**src/rtl/ct_spsram_acc_ctrl_if.sv**
```systemverilog
// ---------------------------------------------------------------------------
// Interfaces for the single-port SRAM access controller.
//
// ct_spsram_acc_ctrl_if : request/response stream between a host and the
//   controller.
//   master modport (host)       drives req_vld/req_wr/req_addr/req_wdata/
//                               req_wmask/rsp_rdy, observes req_rdy,
//                               rsp_vld/rsp_rdata/init_done.
//   slave modport (controller)  the mirror image.
//
// ct_spsram_pin_if : SRAM macro pins (active-low enables).
//   master modport (controller) drives A/CEN/GWEN/WEN/D, observes Q.
//   slave modport (SRAM macro)  the mirror image.
// ---------------------------------------------------------------------------
interface ct_spsram_acc_ctrl_if #(
  parameter int ADDR_WIDTH = 15,
  parameter int DATA_WIDTH = 128
) ();
  logic                  req_vld;
  logic                  req_rdy;
  logic                  req_wr;
  logic [ADDR_WIDTH-1:0] req_addr;
  logic [DATA_WIDTH-1:0] req_wdata;
  logic [DATA_WIDTH-1:0] req_wmask;
  logic                  rsp_vld;
  logic                  rsp_rdy;
  logic [DATA_WIDTH-1:0] rsp_rdata;
  logic                  init_done;

  modport master (
    output req_vld, req_wr, req_addr, req_wdata, req_wmask, rsp_rdy,
    input  req_rdy, rsp_vld, rsp_rdata, init_done
  );

  modport slave (
    input  req_vld, req_wr, req_addr, req_wdata, req_wmask, rsp_rdy,
    output req_rdy, rsp_vld, rsp_rdata, init_done
  );
endinterface

interface ct_spsram_pin_if #(
  parameter int ADDR_WIDTH = 15,
  parameter int DATA_WIDTH = 128
) ();
  logic [ADDR_WIDTH-1:0] A;
  logic                  CEN;
  logic                  GWEN;
  logic [DATA_WIDTH-1:0] WEN;
  logic [DATA_WIDTH-1:0] D;
  logic [DATA_WIDTH-1:0] Q;

  modport master (
    output A, CEN, GWEN, WEN, D,
    input  Q
  );

  modport slave (
    input  A, CEN, GWEN, WEN, D,
    output Q
  );
endinterface

```
**src/rtl/ct_spsram_acc_ctrl.sv**
```systemverilog
// ---------------------------------------------------------------------------
// ct_spsram_acc_ctrl
// Controller for a single-port SRAM macro. Converts a valid/ready request
// stream into registered SRAM pin activity, returns read data in request
// order through a small response FIFO, and throttles reads with a credit
// count so the FIFO can never overflow. After reset the whole array is
// zero-filled (INIT_EN=1) before any request is accepted.
//
// Ports
//   i_clk  in   rising-edge clock
//   i_rst  in   synchronous active-high reset
//   bus    slave modport of ct_spsram_acc_ctrl_if (requests, responses,
//          init_done)
//   sram   master modport of ct_spsram_pin_if (A/CEN/GWEN/WEN/D out, Q in)
//
// Read timing: accept in t, pins in t+1, Q valid in t+2 and captured at the
// end of t+2, rsp_vld from t+3.
// RSP_DEPTH must be a power of two and at least 2.
// ---------------------------------------------------------------------------
module ct_spsram_acc_ctrl #(
  parameter int ADDR_WIDTH = 15,
  parameter int DATA_WIDTH = 128,
  parameter int RSP_DEPTH  = 4,
  parameter int INIT_EN    = 1
) (
  input  logic                  i_clk,
  input  logic                  i_rst,
  ct_spsram_acc_ctrl_if.slave   bus,
  ct_spsram_pin_if.master       sram
);

  localparam int PW = $clog2(RSP_DEPTH);
  localparam int OW = $clog2(RSP_DEPTH + 1);

  typedef enum logic {
    ST_INIT = 1'b0,
    ST_RUN  = 1'b1
  } state_t;

  localparam state_t ST_RST = (INIT_EN != 0) ? ST_INIT : ST_RUN;

  state_t                r_state;
  state_t                w_state_nxt;
  logic [ADDR_WIDTH-1:0] r_fill_cnt;
  logic                  r_init_done;
  logic [OW-1:0]         r_outst;
  logic [PW:0]           r_wptr;
  logic [PW:0]           r_rptr;
  logic [DATA_WIDTH-1:0] r_fifo [RSP_DEPTH];
  logic                  r_rd_vld_p1;
  logic                  r_rd_vld_p2;

  logic [ADDR_WIDTH-1:0] r_a;
  logic                  r_cen;
  logic                  r_gwen;
  logic [DATA_WIDTH-1:0] r_wen;
  logic [DATA_WIDTH-1:0] r_d;

  logic [ADDR_WIDTH-1:0] w_a_nxt;
  logic                  w_cen_nxt;
  logic                  w_gwen_nxt;
  logic [DATA_WIDTH-1:0] w_wen_nxt;
  logic [DATA_WIDTH-1:0] w_d_nxt;

  logic                  w_req_rdy;
  logic                  w_acc;
  logic                  w_acc_rd;
  logic                  w_fifo_empty;
  logic                  w_pop;
  logic                  w_fill_last;

  // Credit check: a read may only be accepted while a FIFO slot is
  // guaranteed for it, counting reads still travelling through the pins.
  assign w_req_rdy    = r_init_done & (r_outst < OW'(RSP_DEPTH));
  assign w_acc        = bus.req_vld & w_req_rdy;
  assign w_acc_rd     = w_acc & ~bus.req_wr;
  assign w_fifo_empty = (r_wptr == r_rptr);
  assign w_pop        = ~w_fifo_empty & bus.rsp_rdy;
  assign w_fill_last  = &r_fill_cnt;

  // ---- FSM: state register ----
  always_ff @(posedge i_clk) begin
    if (i_rst) begin
      r_state <= ST_RST;
    end else begin
      r_state <= w_state_nxt;
    end
  end

  // ---- FSM: next-state logic ----
  always_comb begin
    w_state_nxt = r_state;
    case (r_state)
      ST_INIT: if (w_fill_last) w_state_nxt = ST_RUN;
      ST_RUN:  w_state_nxt = ST_RUN;
      default: w_state_nxt = ST_RST;
    endcase
  end

  // ---- FSM: next pin values ----
  // Idle cycles release the enables but keep A and D, so the address/data
  // buses only toggle when a real access happens.
  always_comb begin
    w_a_nxt    = r_a;
    w_cen_nxt  = 1'b1;
    w_gwen_nxt = 1'b1;
    w_wen_nxt  = '1;
    w_d_nxt    = r_d;
    case (r_state)
      ST_INIT: begin
        w_a_nxt    = r_fill_cnt;
        w_cen_nxt  = 1'b0;
        w_gwen_nxt = 1'b0;
        w_wen_nxt  = '0;
        w_d_nxt    = '0;
      end
      ST_RUN: begin
        if (w_acc) begin
          w_a_nxt   = bus.req_addr;
          w_cen_nxt = 1'b0;
          if (bus.req_wr) begin
            w_gwen_nxt = 1'b0;
            w_wen_nxt  = ~bus.req_wmask;
            w_d_nxt    = bus.req_wdata;
          end
        end
      end
      default: ;
    endcase
  end

  // Fill address counter; it wraps back to 0 as the FSM leaves INIT.
  always_ff @(posedge i_clk) begin
    if (i_rst) begin
      r_fill_cnt <= '0;
    end else if (r_state == ST_INIT) begin
      r_fill_cnt <= r_fill_cnt + ADDR_WIDTH'(1);
    end
  end

  // Registered so that it rises the cycle after the last fill write.
  always_ff @(posedge i_clk) begin
    if (i_rst) begin
      r_init_done <= 1'b0;
    end else if (r_state == ST_RUN) begin
      r_init_done <= 1'b1;
    end
  end

  // ---- stage p0 -> p1: SRAM pin registers ----
  always_ff @(posedge i_clk) begin
    if (i_rst) begin
      r_a    <= '0;
      r_cen  <= 1'b1;
      r_gwen <= 1'b1;
      r_wen  <= '1;
      r_d    <= '0;
    end else begin
      r_a    <= w_a_nxt;
      r_cen  <= w_cen_nxt;
      r_gwen <= w_gwen_nxt;
      r_wen  <= w_wen_nxt;
      r_d    <= w_d_nxt;
    end
  end

  // ---- stage p1 -> p2: read-valid tracking alongside the macro latency ----
  always_ff @(posedge i_clk) begin
    if (i_rst) begin
      r_rd_vld_p1 <= 1'b0;
      r_rd_vld_p2 <= 1'b0;
    end else begin
      r_rd_vld_p1 <= w_acc_rd;
      r_rd_vld_p2 <= r_rd_vld_p1;
    end
  end

  // ---- stage p2 -> FIFO: capture Q ----
  always_ff @(posedge i_clk) begin
    if (r_rd_vld_p2) begin
      r_fifo[r_wptr[PW-1:0]] <= sram.Q;
    end
  end

  // Pointers carry one extra wrap bit to tell full from empty.
  always_ff @(posedge i_clk) begin
    if (i_rst) begin
      r_wptr <= '0;
      r_rptr <= '0;
    end else begin
      if (r_rd_vld_p2) r_wptr <= r_wptr + (PW+1)'(1);
      if (w_pop)       r_rptr <= r_rptr + (PW+1)'(1);
    end
  end

  // Outstanding reads: accepted but not yet popped.
  always_ff @(posedge i_clk) begin
    if (i_rst) begin
      r_outst <= '0;
    end else begin
      case ({w_acc_rd, w_pop})
        2'b10:   r_outst <= r_outst + OW'(1);
        2'b01:   r_outst <= r_outst - OW'(1);
        default: r_outst <= r_outst;
      endcase
    end
  end

  assign bus.req_rdy   = w_req_rdy;
  assign bus.rsp_vld   = ~w_fifo_empty;
  assign bus.rsp_rdata = r_fifo[r_rptr[PW-1:0]];
  assign bus.init_done = r_init_done;

  assign sram.A    = r_a;
  assign sram.CEN  = r_cen;
  assign sram.GWEN = r_gwen;
  assign sram.WEN  = r_wen;
  assign sram.D    = r_d;

endmodule

```
**src/flat_wrapper.sv**
```systemverilog
// flat-port wrapper written by rule: the top's interface ports become plain ports
module ct_spsram_acc_ctrl_flat 
#(
  parameter int ADDR_WIDTH = 15,
  parameter int DATA_WIDTH = 128,
  parameter int RSP_DEPTH  = 4,
  parameter int INIT_EN    = 1
)
  (i_clk, i_rst, bus_req_vld, bus_req_wr, bus_req_addr, bus_req_wdata, bus_req_wmask, bus_rsp_rdy, bus_req_rdy, bus_rsp_vld, bus_rsp_rdata, bus_init_done, sram_A, sram_CEN, sram_GWEN, sram_WEN, sram_D, sram_Q);
  ct_spsram_acc_ctrl_if #(.ADDR_WIDTH(ADDR_WIDTH), .DATA_WIDTH(DATA_WIDTH)) bus_i ();
  ct_spsram_pin_if #(.ADDR_WIDTH(ADDR_WIDTH), .DATA_WIDTH(DATA_WIDTH)) sram_i ();
  input  logic i_clk;
  input  logic i_rst;
  input wire logic [$bits(bus_i.req_vld)-1:0] bus_req_vld;
  input wire logic [$bits(bus_i.req_wr)-1:0] bus_req_wr;
  input wire logic [$bits(bus_i.req_addr)-1:0] bus_req_addr;
  input wire logic [$bits(bus_i.req_wdata)-1:0] bus_req_wdata;
  input wire logic [$bits(bus_i.req_wmask)-1:0] bus_req_wmask;
  input wire logic [$bits(bus_i.rsp_rdy)-1:0] bus_rsp_rdy;
  output wire logic [$bits(bus_i.req_rdy)-1:0] bus_req_rdy;
  output wire logic [$bits(bus_i.rsp_vld)-1:0] bus_rsp_vld;
  output wire logic [$bits(bus_i.rsp_rdata)-1:0] bus_rsp_rdata;
  output wire logic [$bits(bus_i.init_done)-1:0] bus_init_done;
  output wire logic [$bits(sram_i.A)-1:0] sram_A;
  output wire logic [$bits(sram_i.CEN)-1:0] sram_CEN;
  output wire logic [$bits(sram_i.GWEN)-1:0] sram_GWEN;
  output wire logic [$bits(sram_i.WEN)-1:0] sram_WEN;
  output wire logic [$bits(sram_i.D)-1:0] sram_D;
  input wire logic [$bits(sram_i.Q)-1:0] sram_Q;
  assign bus_i.req_vld = bus_req_vld;
  assign bus_i.req_wr = bus_req_wr;
  assign bus_i.req_addr = bus_req_addr;
  assign bus_i.req_wdata = bus_req_wdata;
  assign bus_i.req_wmask = bus_req_wmask;
  assign bus_i.rsp_rdy = bus_rsp_rdy;
  assign bus_req_rdy = bus_i.req_rdy;
  assign bus_rsp_vld = bus_i.rsp_vld;
  assign bus_rsp_rdata = bus_i.rsp_rdata;
  assign bus_init_done = bus_i.init_done;
  assign sram_A = sram_i.A;
  assign sram_CEN = sram_i.CEN;
  assign sram_GWEN = sram_i.GWEN;
  assign sram_WEN = sram_i.WEN;
  assign sram_D = sram_i.D;
  assign sram_i.Q = sram_Q;
  ct_spsram_acc_ctrl #(.ADDR_WIDTH(ADDR_WIDTH), .DATA_WIDTH(DATA_WIDTH), .RSP_DEPTH(RSP_DEPTH), .INIT_EN(INIT_EN)) u_core (.i_clk(i_clk), .i_rst(i_rst), .bus(bus_i), .sram(sram_i));
endmodule
```
**config.mk**
```make
export PLATFORM = sky130hd
export DESIGN_NAME = ct_spsram_acc_ctrl_flat
export DESIGN_NICKNAME = d
export VERILOG_FILES = /design/src/rtl/ct_spsram_acc_ctrl_if.sv /design/src/rtl/ct_spsram_acc_ctrl.sv /design/src/flat_wrapper.sv
export SDC_FILE = /design/constraint.sdc
export NUM_CORES = 1
export LEC_CHECK = 0
export CAP_MARGIN = 20
export CORE_AREA = 10 10 309 311
export DETAILED_ROUTE_END_ITERATION = 8
export DIE_AREA = 0 0 319 321
export GPL_ROUTABILITY_DRIVEN = 0
export PLACE_DENSITY = 0.61
export SLEW_MARGIN = 20
export SYNTH_ARGS = -nofsm -noshare
export SYNTH_HDL_FRONTEND = slang
export SYNTH_SLANG_ARGS = --single-unit
```
**constraint.sdc**
```tcl
create_clock -name i_clk -period 6.95 [get_ports i_clk]
set_clock_uncertainty 0.2 [all_clocks]
set_input_delay 2.085 -clock i_clk [delete_from_list [all_inputs] [get_ports i_clk]]
set_output_delay 2.085 -clock i_clk [all_outputs]
set_load 0.005 [all_outputs]
```
* Word level (Yosys, flattened, before mapping)
Memories as Yosys holds them, arrays and structs flattened. A register that Yosys moved wholly into a read port is not among the register bits.
Index checks and enable logic that the tools add are counted.
** Word-level totals
- Memories kept :: 1
- Register bits :: 301
- Memory bits (writable) :: 512
- Bits of input ports :: 404
- Logic and storage cells :: 56
- Output and inout port bits :: 404
** Operators by class
- Equality and inequality tests :: 5
- Reductions and logical operators :: 3
- Add/sub/neg operators :: 5
- Multiplexer cells :: 20
- Bitwise gates (word level) :: 8
- Order comparisons :: 1
** Memory list
- u_core.r_fifo :: words 4, bits a word 128, read ports 1, clocked after memory_dff 1, write ports 1, RTL line ct_spsram_acc_ctrl.sv:49 : logic [DATA_WIDTH-1:0] r_fifo [RSP_DEPTH];
** Operators with widths (count)
- $mux W128 :: 4
- $pmux W128 S2 :: 2
- $not A128 Y128 :: 1
- $pmux W15 S2 :: 1
- $add A15 B1 Y15 const B :: 1
- $mux W15 :: 1
- $reduce_and A15 Y1 :: 1
- $add A3 B1 Y3 const B :: 3
- $mux W1 :: 6
- $pmux W1 S2 :: 3
- $pmux W3 S2 :: 1
- $and A1 B1 Y1 :: 4
- $mux W2 :: 2
- $ne A2 B2 Y1 const B :: 2
- $eq A3 B3 Y1 :: 1
- $lt A3 B3 Y1 const B :: 1
- $not A1 Y1 :: 3
- $sub A3 B1 Y3 const B :: 1
- $eq A2 B1 Y1 const B :: 1
- $eq A2 B2 Y1 const B :: 1
- $reduce_and A2 Y1 :: 1
- $reduce_bool A2 Y1 :: 1

* Depth between registers and ports, before layout
- Depth in word-level cells :: 6
- Gate-level depth with buffers :: 10

* Worst setup path after synthesis
No wires, ideal clock.
- Path type :: register -> register
- From :: reg u_core.r_wptr[1]
- To :: mem u_core.r_fifo[3][0] (enable)
- Data arrival time :: 3549 ps
- Slack :: 2697 ps
- Data required time :: 6247 ps
- Library setup time :: 503 ps
- Path buffers :: 0
- Stages on the path, launching flop included :: 3
- Cell sequence :: dfxtp_1 ha_1 and2_1
** RTL lines
- start, declared :: RTL line ct_spsram_acc_ctrl.sv:47 : logic [PW:0] r_wptr;
- start signal, assigned :: RTL line ct_spsram_acc_ctrl.sv:191 : if (r_rd_vld_p2) r_wptr <= r_wptr + (PW+1)'(1);
- end, declared :: RTL line ct_spsram_acc_ctrl.sv:49
Straight into the memory's write port.

==> load_flow_metrics.sql <==
INSERT INTO impl_metrics (metric_group, metric, value, unit) VALUES
('outcome', 'outcome', 'completed', ''),
('clock_tree', 'cts_root_buffer', 'sky130_fd_sc_hd__clkbuf_16', ''),
('grt', 'first_global_vias', '19188', ''),
('placed_design', 'place.detailed.hpwl', '77.86', 'mm'),
('floorplan', 'top_level_ports', '808', ''),
('route', 'vias_per_std_cell', '4.877', ''),
('placed_design', 'dpl_cell_area', '37480', 'sq um'),
('synthesis', 'synthDominantAreaCellType', 'sky130_fd_sc_hd__edfxtp_1', ''),
('floorplan', 'floorplan.die_area', '102400', 'sq um'),
('cells_and_area', 'design_area', '40430', 'sq um'),
('setup_path', 'critPathCaptureType', 'primary output', ''),
('clock_tree', 'cts.htree.levels', '3', ''),
('synthesis', 'ys_warn_count', '0', ''),
('clock_tree', 'cts.hold.buffers_added', '0', ''),
('setup_path', 'crit_family', 'buffers and inverters', ''),
('grt', 'grt_first_pass_wirelength', '143.7', 'mm'),
('timing', 'max_slew.worst_pin.slew', '1.137', 'ns'),
('min_path', 'whs_path_depth', '1', ''),
('route', 'routed_via_count', '18553', ''),
('cells_and_area', 'finalNetCount', '2965', ''),
('setup_path', 'r2r.worst_path.cells', '5', ''),
('clock_tree', 'tritoncts.num_buffers', '87', ''),
('setup_path', 'worstPathMaxFanout', '36', ''),
('clock_tree', 'cts.clk_slew.worst_paths', '0.05', 'ns'),
('synthesis', 'yosys-top-cells-area', 'sky130_fd_sc_hd__edfxtp_1 54%, sky130_fd_sc_hd__dfxtp_1 21%, sky130_fd_sc_hd__mux4_2 10%', ''),
('floorplan', 'std_cell_rows', '110', ''),
('route', 'final_antenna_net_count', '0', ''),
('timing', 'finalWorstPathRequiredPeriod', '5.511', 'ns'),
('floorplan', 'placeableCoreArea', '89320', 'sq um'),
('synthesis', 'synth_cells', '1748', ''),
('floorplan', 'start_util', '0.3159', ''),
('setup_path', 'timing.critical_path.slowest_stage_cell', 'sky130_fd_sc_hd__dfxtp_4', ''),
('power_and_ir_drop', 'worst_ir_drop_vdd', '0.0002104', 'V'),
('synthesis', 'postSynth.topFlopCell', 'sky130_fd_sc_hd__edfxtp_1', ''),
('clock_tree', 'clk_path_buf_depth', '3', ''),
('floorplan', 'floorplan.die.width', '319', 'um'),
('synthesis', 'synth_seq_cells', '815', ''),
('clock_tree', 'clock_insertion_delay_worst_skew', '0.64', 'ns'),
('route', 'wire_per_inst', '27.17', 'um'),
('run', 'cap_viol_max_count', '0', ''),
('timing', 'slew_headroom', '0.2420', ''),
('power_and_ir_drop', 'power-per-cell-area', '255.5', 'nW/um^2'),
('grt', 'antenna_found_initial', '23', ''),
('power_and_ir_drop', 'leakagePower', '12.90', 'nW'),
('timing', 'fin_tns_setup', '0', 'ns'),
('placed_design', 'portBuffers', '807', ''),
('synthesis', 'mappedNetlistArea', '28210', 'sq um'),
('min_path', 'worstHoldEndpoint', 'u_core.r_rd_vld_p2$_SDFF_PP0_', ''),
('setup_path', 'path_buf_inv', '2', ''),
('synthesis', 'mean_post_synth_cell_area', '16.14', 'sq um'),
('floorplan', 'die_h', '321', 'um'),
('cells_and_area', 'area_growth_syn_to_layout', '43.28', '%'),
('setup_path', 'cpPeakStageDelay', '0.86', 'ns'),
('synthesis', 'async_reset_ff_frac', '0', ''),
('setup_path', 'critPathKind', 'reg2out', ''),
('synthesis', 'synth_largest_type_area_fraction', '0.5449', ''),
('timing', 'final.period_utilization', '0.7930', ''),
('clock_tree', 'cts_tree', 'yes', ''),
('min_path', 'min_path_type', 'reg2reg', ''),
('timing', 'grt_setup_unrepaired', 'no', ''),
('synthesis', 'synth_enable_flop_cells', '512', ''),
('route', 'drt_pass1_iterations', '6', ''),
('clock_tree', 'clock-sinks', '815', ''),
('route', 'drc_errors', '0', ''),
('clock_tree', 'post_cts_resize_count', '0', ''),
('route', 'finalWirelength', '103.4', 'mm'),
('setup_path', 'worst-r2r-setup-slack', '4.15', 'ns'),
('timing', 'hold_viol', '0', ''),
('synthesis', 'synth.yosys.seq_area_share', '0.7599', ''),
('synthesis', 'net_count_after_synthesis', '2160', ''),
('power_and_ir_drop', 'fin_total_pwr', '10.33', 'mW');
stage by stage:
stage	util	setup WS, ns	cells	hold WS, ns
2_1_floorplan	-	2.697	1748	0.2138
3_3_place_gp	0.4196	1.967	3640	0.2314
3_5_place_dp	0.4196	1.976	3640	0.2280
4_1_cts	0.4524	1.270	3800	0.2555
5_1_grt	0.4525	1.148	3800	0.2726
6_report	0.4526	1.439	3804	0.2467
cell usage after synthesis (3+ instances only):
| library cell | number |
|---|---|
| sky130_fd_sc_hd__a311oi_1 | 15 |
| sky130_fd_sc_hd__nand2_1 | 290 |
| sky130_fd_sc_hd__and2_1 | 8 |
| sky130_fd_sc_hd__xor2_1 | 12 |
| sky130_fd_sc_hd__nor2_1 | 41 |
| sky130_fd_sc_hd__o21ai_1 | 110 |
| sky130_fd_sc_hd__buf_4 | 17 |
| sky130_fd_sc_hd__dfxtp_1 | 303 |
| sky130_fd_sc_hd__xnor2_1 | 10 |
| sky130_fd_sc_hd__nand3_1 | 5 |
| sky130_fd_sc_hd__nand4_1 | 7 |
| sky130_fd_sc_hd__mux4_2 | 128 |
| sky130_fd_sc_hd__o21ai_0 | 22 |
| sky130_fd_sc_hd__ha_1 | 7 |
| sky130_fd_sc_hd__edfxtp_1 | 512 |
| sky130_fd_sc_hd__and3_1 | 3 |
| sky130_fd_sc_hd__inv_1 | 8 |
| sky130_fd_sc_hd__clkbuf_1 | 45 |
| sky130_fd_sc_hd__buf_2 | 36 |
| sky130_fd_sc_hd__buf_1 | 12 |
| sky130_fd_sc_hd__a21oi_1 | 133 |
cell families after synthesis:
| family | Yosys count | share of synthesized area |
|---|---|---|
| buffers and inverters | 121 | 0.02071 |
| DFF | 815 | 0.7599 |
| adders and majority gates | 8 | 0.003814 |
| and+or+nand+nor | 369 | 0.05348 |
| muxes | 130 | 0.1029 |
| xor gates and xnor gates | 22 | 0.006829 |
| AOI/OAI and AO/OA | 283 | 0.05237 |
worst reg2reg max path: cells and delay by family, from the launching register on:
family	cells	cell delay (ns)
flip-flops	1	0.35
AND/OR/NAND/NOR	3	1.33
buffers and inverters	1	0.70
AO/OA/AOI/OAI	1	0.15
sequential cells by signal (all words and copies together), names as in the netlist, 3 cells and up, named ones only:
register and cells:
u_core.sram.A 15, u_core.sram.D 128, u_core.r_outst 3, u_core.sram.WEN 128, u_core.r_wptr 3, u_core.r_rptr 3, u_core.r_fifo 512, u_core.r_fill_cnt 15
area by class of cell:
cell class                      instances  area [sq um]
Inverter                                8         32.53
Antenna cell                            4         10.01
Sequential cell                       815         21450
Clock inverter                         43         499.2
Clock buffer                          117          2436
Multi-Input combinational cell        812          6236
Tap cell                             1176          1471
Fill cell                            7808         48900
Timing Repair Buffer                  829          8292
power breakdown:
group / switching [mW] / internal [mW] / total (mW) / leakage (nW)
clock: 1.93 / 2.75 / 4.68 / 1.42
sequential: 0.0363 / 5.17 / 5.21 / 7.09
combinational: 0.156 / 0.278 / 0.433 / 4.39
total: 2.12 / 8.20 / 10.3 / 12.9
layer usage:
layer / vias to the layer above / global-route usage / part of all wire
met3: 181 / 0.07868 / 0.10
met4: 36 / 0.08133 / 0.045
met2: 860 / 0.3257 / 0.49
li1: 8132 / - / -
met5: - / 0 / 0.0033
met1: 9344 / 0.2146 / 0.36
layout by cell type, fill, tap and decap left out, types with 3 or more instances in the layout:
| cell type | count |
|---|---|
| sky130_fd_sc_hd__and2_4 | 4 |
| sky130_fd_sc_hd__xnor2_1 | 10 |
| sky130_fd_sc_hd__clkbuf_8 | 4 |
| sky130_fd_sc_hd__inv_1 | 7 |
| sky130_fd_sc_hd__diode_2 | 4 |
| sky130_fd_sc_hd__a21oi_1 | 132 |
| sky130_fd_sc_hd__o21ai_1 | 110 |
| sky130_fd_sc_hd__clkbuf_16 | 92 |
| sky130_fd_sc_hd__and2_1 | 4 |
| sky130_fd_sc_hd__clkbuf_1 | 21 |
| sky130_fd_sc_hd__bufinv_16 | 7 |
| sky130_fd_sc_hd__clkinvlp_4 | 4 |
| sky130_fd_sc_hd__inv_16 | 3 |
| sky130_fd_sc_hd__nand3_1 | 4 |
| sky130_fd_sc_hd__clkinv_2 | 8 |
| sky130_fd_sc_hd__edfxtp_1 | 512 |
| sky130_fd_sc_hd__buf_12 | 4 |
| sky130_fd_sc_hd__nand4_1 | 7 |
| sky130_fd_sc_hd__xor2_1 | 12 |
| sky130_fd_sc_hd__ha_1 | 7 |
| sky130_fd_sc_hd__a311oi_1 | 15 |
| sky130_fd_sc_hd__nand2_1 | 290 |
| sky130_fd_sc_hd__buf_4 | 17 |
| sky130_fd_sc_hd__o21ai_0 | 22 |
| sky130_fd_sc_hd__clkinv_1 | 14 |
| sky130_fd_sc_hd__dfxtp_1 | 301 |
| sky130_fd_sc_hd__nor2_1 | 41 |
| sky130_fd_sc_hd__clkdlybuf4s50_1 | 806 |
| sky130_fd_sc_hd__mux4_2 | 128 |
worst max path at each step:
stage                                       start                             to  slack, ns  depth (start not counted)
finish                                   register              bus_rsp_rdata[62]       1.44                          3
global route                             register              bus_rsp_rdata[62]       1.15                          3
CTS                                      register              bus_rsp_rdata[59]       1.27                          3
detailed placement                       register              bus_rsp_rdata[59]       1.98                          3
global placement                         register              bus_rsp_rdata[59]       1.97                          3
floorplan           u_core.r_wptr[1]$_SDFFE_PP0P_  u_core.r_fifo[3][0]$_DFFE_PP_       2.70                          2
Power figures use the tool's default switching activity.
